**config.mk**
```make
export PLATFORM = sky130hd
export DESIGN_NAME = xmit
export DESIGN_NICKNAME = d
export VERILOG_FILES = /design/src/rtl/xmit_pkg.sv /design/src/rtl/xmit.sv
export SDC_FILE = /design/constraint.sdc
export NUM_CORES = 1
export LEC_CHECK = 0
export BUFFER_PORTS_ARGS = -buffer_cell sky130_fd_sc_hd__clkbuf_2
export CAP_MARGIN = 15
export CORE_MARGIN = 5
export CORE_UTILIZATION = 59
export DETAILED_ROUTE_END_ITERATION = 7
export PLACE_DENSITY = 0.93
export SLEW_MARGIN = 15
export SYNTH_ARGS = -nofsm -noshare
export SYNTH_HDL_FRONTEND = slang
export SYNTH_SLANG_ARGS = --single-unit
```
**constraint.sdc**
```tcl
create_clock -name clock -period 2.9 [get_ports clock]
set_input_delay 0.145 -clock clock [delete_from_list [all_inputs] [get_ports clock]]
set_output_delay 0.145 -clock clock [all_outputs]
set_load 0.05 [all_outputs]
```
**src/rtl/xmit_pkg.sv**
```systemverilog
// Shared framing definitions for the xmit/rcvr pair: header pattern and
// the FSM phase encoding used by both ends of the serial link.
package xmit_pkg;

  localparam logic [7:0] MATCH_DEFAULT = 8'hA5;
  localparam logic [2:0] LAST_BIT      = 3'd7;

  // Phase plus a 3-bit bit counter encodes IDLE, HEAD1..HEAD8, BODY1..BODY8.
  typedef enum logic [1:0] {
    ST_IDLE = 2'b00,
    ST_HEAD = 2'b01,
    ST_BODY = 2'b10
  } phase_t;

endpackage

```
**src/rtl/xmit.sv**
```systemverilog
// Serial framing transmitter: one-entry holding buffer feeding a 16-bit
// frame (8-bit MATCH header, then data MSB first), one bit per clock.
module xmit
  import xmit_pkg::*;
#(
  parameter logic [7:0] MATCH = MATCH_DEFAULT
) (
  input  logic       clock,
  input  logic       reset,
  input  logic [7:0] data_in,
  input  logic       writing,
  output logic       ready,
  output logic       overrun,
  output logic       sending,
  output logic       data_out
);

  phase_t     phase, nxt_phase;
  logic [2:0] cnt, nxt_cnt;
  logic       nxt_out;
  logic       load, shift_en;
  logic       buf_full, accept;
  logic [7:0] hold_q, shift_q;

  assign ready   = ~buf_full;
  assign sending = (phase != ST_IDLE);
  assign accept  = writing & ~buf_full;

  // NOTE: every output of this block gets a default first, so no path leaves
  // a signal unassigned and no latch is inferred.
  always_comb begin
    nxt_phase = phase;
    nxt_cnt   = cnt;
    nxt_out   = 1'b0;
    load      = 1'b0;
    shift_en  = 1'b0;
    case (phase)
      ST_IDLE: begin
        if (buf_full) begin
          load      = 1'b1;
          nxt_phase = ST_HEAD;
          nxt_cnt   = 3'd0;
          nxt_out   = MATCH[7];
        end
      end
      ST_HEAD: begin
        if (cnt == LAST_BIT) begin
          nxt_phase = ST_BODY;
          nxt_cnt   = 3'd0;
          nxt_out   = shift_q[7];
          shift_en  = 1'b1;
        end else begin
          nxt_cnt = cnt + 3'd1;
          nxt_out = MATCH[3'd6 - cnt];
        end
      end
      ST_BODY: begin
        if (cnt != LAST_BIT) begin
          nxt_cnt  = cnt + 3'd1;
          nxt_out  = shift_q[7];
          shift_en = 1'b1;
        end else if (buf_full) begin
          // Back-to-back: reload and start the next header with no idle bit.
          load      = 1'b1;
          nxt_phase = ST_HEAD;
          nxt_cnt   = 3'd0;
          nxt_out   = MATCH[7];
        end else begin
          nxt_phase = ST_IDLE;
          nxt_cnt   = 3'd0;
        end
      end
      default: begin
        nxt_phase = ST_IDLE;
        nxt_cnt   = 3'd0;
      end
    endcase
  end

  // NOTE: sequential state uses non-blocking assignments so every register
  // samples the pre-edge values regardless of statement order.
  always_ff @(posedge clock or negedge reset) begin
    if (!reset) begin
      phase    <= ST_IDLE;
      cnt      <= 3'd0;
      data_out <= 1'b0;
      buf_full <= 1'b0;
      overrun  <= 1'b0;
    end else begin
      phase    <= nxt_phase;
      cnt      <= nxt_cnt;
      data_out <= nxt_out;
      // accept and load are mutually exclusive: one needs the buffer empty,
      // the other full.
      if (accept)    buf_full <= 1'b1;
      else if (load) buf_full <= 1'b0;
      if (accept)       overrun <= 1'b0;
      else if (writing) overrun <= 1'b1;
    end
  end

  // NOTE: data registers carry no reset; their contents only matter once
  // buf_full/phase (which are reset) say they are valid.
  always_ff @(posedge clock) begin
    if (accept) hold_q <= data_in;
    if (load)          shift_q <= hold_q;
    else if (shift_en) shift_q <= {shift_q[6:0], 1'b0};
  end

endmodule
```
==> impl_metrics.env <==
export IMPL_grt_pass1_wl_mm=3.153
export IMPL_max_vdd_ir_drop_v=0.0006270
export IMPL_cts_tree="done"
export IMPL_endpoint_kind="flip-flop"
export IMPL_combPwrFrac=0.388
export IMPL_p_int_uw=858.5
export IMPL_drt_vias_per_instance=5.339
export IMPL_fmax_mhz=521.1
export IMPL_startpoint_type="flip-flop"
export IMPL_r2r_start="cnt[0]"
export IMPL_rsz0062_at_grt="false"
export IMPL_io_buffers=14
export IMPL_reg2reg_to="shift_q[6]"
export IMPL_n_antenna_cell=0
export IMPL_crit_required_ns=2.94
export IMPL_antenna_found_initial=0
export IMPL_ys_types=28
export IMPL_dieArea_sq_um=2885
export IMPL_min_delay_start="writing"
export IMPL_cts_sinks=24
export IMPL_areaGrowthSynthToFinish_pct=20.64
export IMPL_path_max_fanout=8
export IMPL_tightest_slew_ns=0.7600
export IMPL_power_uw=1325
export IMPL_insertion_delay_ns=0.32
export IMPL_root_buffer="clkbuf_4"
export IMPL_rrSetupSlack_ns=0.98
export IMPL_fin_nets=121
export IMPL_outcome="finished clean"
export IMPL_hpwl_mm=1.339
export IMPL_rows=15
export IMPL_synth_seq_cells=24
export IMPL_cp_arrival_ns=1.96
export IMPL_period_needed_ns=1.919
export IMPL_drtPass1Iterations=4
export IMPL_grt_pass1_vias=689
export IMPL_finalWirelength_mm=2.048
export IMPL_p_sw_frac=0.3519
export IMPL_power_per_cell_area_nw_per_um2=973.9
export IMPL_cpLargestDelayFamily="compound AO/OA/AOI/OAI gates"
export IMPL_netlist_area_sq_um=1127
export IMPL_hold_viol=0
export IMPL_reg2reg_depth=4
export IMPL_slowest_stage="a221o_1"
export IMPL_min_period_over_period=0.6618
export IMPL_min_path_type="in -> reg"
export IMPL_path_cells="ha_1 -> ha_1 -> a21o_4 -> a221o_1"
export IMPL_critPathMostFrequentCell="ha_1"
export IMPL_drtIter0Drc=19
export IMPL_initial_utilization=0.6390
export IMPL_grt_max_degree=15
export IMPL_synth_top_area_share=0.4262
export IMPL_slew_headroom=0.4923
export IMPL_cts_buffer_depth=2
export IMPL_syn_instance_count=76
export IMPL_seqPwrFrac=0.430
export IMPL_cts_max_level=1
export IMPL_slowest_delay_ns=0.47
export IMPL_path_clk_slew_ns=0.13
export IMPL_finalSetupViolCount=0
export IMPL_nFillCells=117
export IMPL_p_sw_uw=466.1
export IMPL_syn_nets=94
export IMPL_holdPathEnd="overrun"
export IMPL_core_area_sq_um=1764
export IMPL_cts_buffers_inserted=3
export IMPL_ios=15
export IMPL_overflow=0
export IMPL_crit_buf_inv=0
export IMPL_post_cts_resized=0
export IMPL_p_leak_uw=0.0006068
export IMPL_post_drt_wl_per_cell_um=16.13
export IMPL_skew_ns=0.003071
export IMPL_maxCapViolations=0
export IMPL_vias=678
export IMPL_fin_tns_setup_ns=0
export IMPL_yosys_warnings=0
export IMPL_synth_seq_area_share=0.6038
export IMPL_die_x_um=53.71
export IMPL_synth_area_leader_cell="edfxtp_1"
export IMPL_die_y_um=53.71
export IMPL_place_gp_congestion=0.7583
export IMPL_grt_use_total=0.1604
export IMPL_whs_path_depth=2
export IMPL_syn_avg_cell_area_sq_um=14.83
export IMPL_clkPwrFrac=0.182
export IMPL_drive_gt1_frac=0.3039
export IMPL_finalMaxSlewViolations=0
export IMPL_drt_antenna_violating_nets=0
export IMPL_synth_area_top_cells="edfxtp_1 43%, dfrtp_1 18%, mux2_4 9.3%"
export IMPL_drc=0
export IMPL_worstSetupPathType="reg -> reg"
flip-flops by register name (all words and copies together), names as in the netlist:
register	count
hold_q	8
phase	2
data_out	1
overrun	1
buf_full	1
cnt	3
shift_q	8
cells in the mapped netlist, drive strengths merged:
| master | count |
|---|---|
| nor2b | 3 |
| ha | 7 |
| nor3 | 1 |
| and3 | 1 |
| o22a | 1 |
| buf | 1 |
| a21o | 2 |
| nor2 | 2 |
| nand2 | 6 |
| nand2b | 2 |
| o21ai | 4 |
| dfrtp | 8 |
| edfxtp | 16 |
| o21bai | 1 |
| a21oi | 3 |
| mux2 | 8 |
| o41ai | 1 |
| o211ai | 1 |
| xor2 | 1 |
| a221o | 1 |
| o21ba | 1 |
| inv | 4 |
| nor4 | 1 |
kinds of logic after synthesis:
| family | share of synthesized area |
|---|---|
| compound gates | 0.09767 |
| xor+xnor | 0.007771 |
| fa+ha+maj | 0.07769 |
| buf+inv | 0.02330 |
| flops | 0.6038 |
| mux | 0.1032 |
| simple gates | 0.08658 |
repair_timing:
item	in CTS	in global routing
buffers inserted	0	0
endpoints found under the hold margin	15	1
endpoints found under the setup margin	0	0
hold buffers	8	1
worst register-to-register path, cell delays in order (launching register included):
cell and delay, ns:
dfrtp_1 0.44, ha_1 0.24, ha_1 0.25, a21o_4 0.25, a221o_1 0.47
routing by layer:
layer  vias up  wire length, um  global-route usage
li1        331                -                   -
met1       328              827              0.1763
met2        13             1120              0.2984
met3         6               63             0.03047
met4         0               36             0.06383
met5         -                0                   0
power groups by stage:
stage	Sequential (uW)	Combinational [uW]	Clock, uW
2_1_floorplan	587	391	0
3_3_place_gp	565	483	0
3_5_place_dp	576	498	0
4_1_cts	568	511	244
5_1_grt	580	551	261
6_report	570	514	241
cells in the final DEF, fill, tap and decap left out, types with 2 or more instances in the layout:
| cell | count |
|---|---|
| dlygate4sd3_1 | 9 |
| a21oi_1 | 3 |
| edfxtp_1 | 16 |
| clkbuf_2 | 14 |
| nor2b_1 | 2 |
| clkbuf_4 | 3 |
| nand2b_1 | 2 |
| nand2_1 | 5 |
| o21ai_0 | 4 |
| inv_1 | 3 |
| ha_1 | 7 |
| dfrtp_1 | 8 |
| mux2_4 | 7 |
| nor2_1 | 2 |
worst max-delay path by stage:
stage	from	endpoint	slack [ns]	cells after the start
floorplan	cnt[0]	shift_q[0]	1.11	4
global placement	cnt[0]	shift_q[3]	1.07	4
detailed placement	cnt[0]	shift_q[4]	1.00	4
CTS	cnt[0]	shift_q[4]	0.99	4
global route	cnt[0]	shift_q[6]	0.94	4
finish	cnt[0]	shift_q[6]	0.98	4
layout make-up:
cell class / instances / area [sq um] / share of cell area
clock inverters: 1 / 30.03 / 0.02208
clock buffers: 3 / 22.52 / 0.01656
repair buffers: 23 / 160.2 / 0.1178
well taps: 25 / 31.28 / 0.02300
multi-input cells: 47 / 420.4 / 0.3091
flip-flops and latches: 24 / 680.7 / 0.5005
inverters: 4 / 15.01 / 0.01104
per-stage QoR:
stage / cell area (sq um) / util / std cells / worst slack (ns) / hold slack, ns
after floorplan: 1127 / - / 76 / 1.110 / -0.1506
after global placement: 1217 / 0.6901 / 114 / 1.066 / 0.001638
after detailed placement: 1217 / 0.6901 / 114 / 1.004 / 0.004035
after CTS: 1350 / 0.7652 / 126 / 0.9859 / 0.007487
after global routing: 1360 / 0.7709 / 127 / 0.9351 / 0.07944
final: 1360 / 0.7709 / 127 / 0.9809 / 0.08150
(Power assumes the default switching activity.)
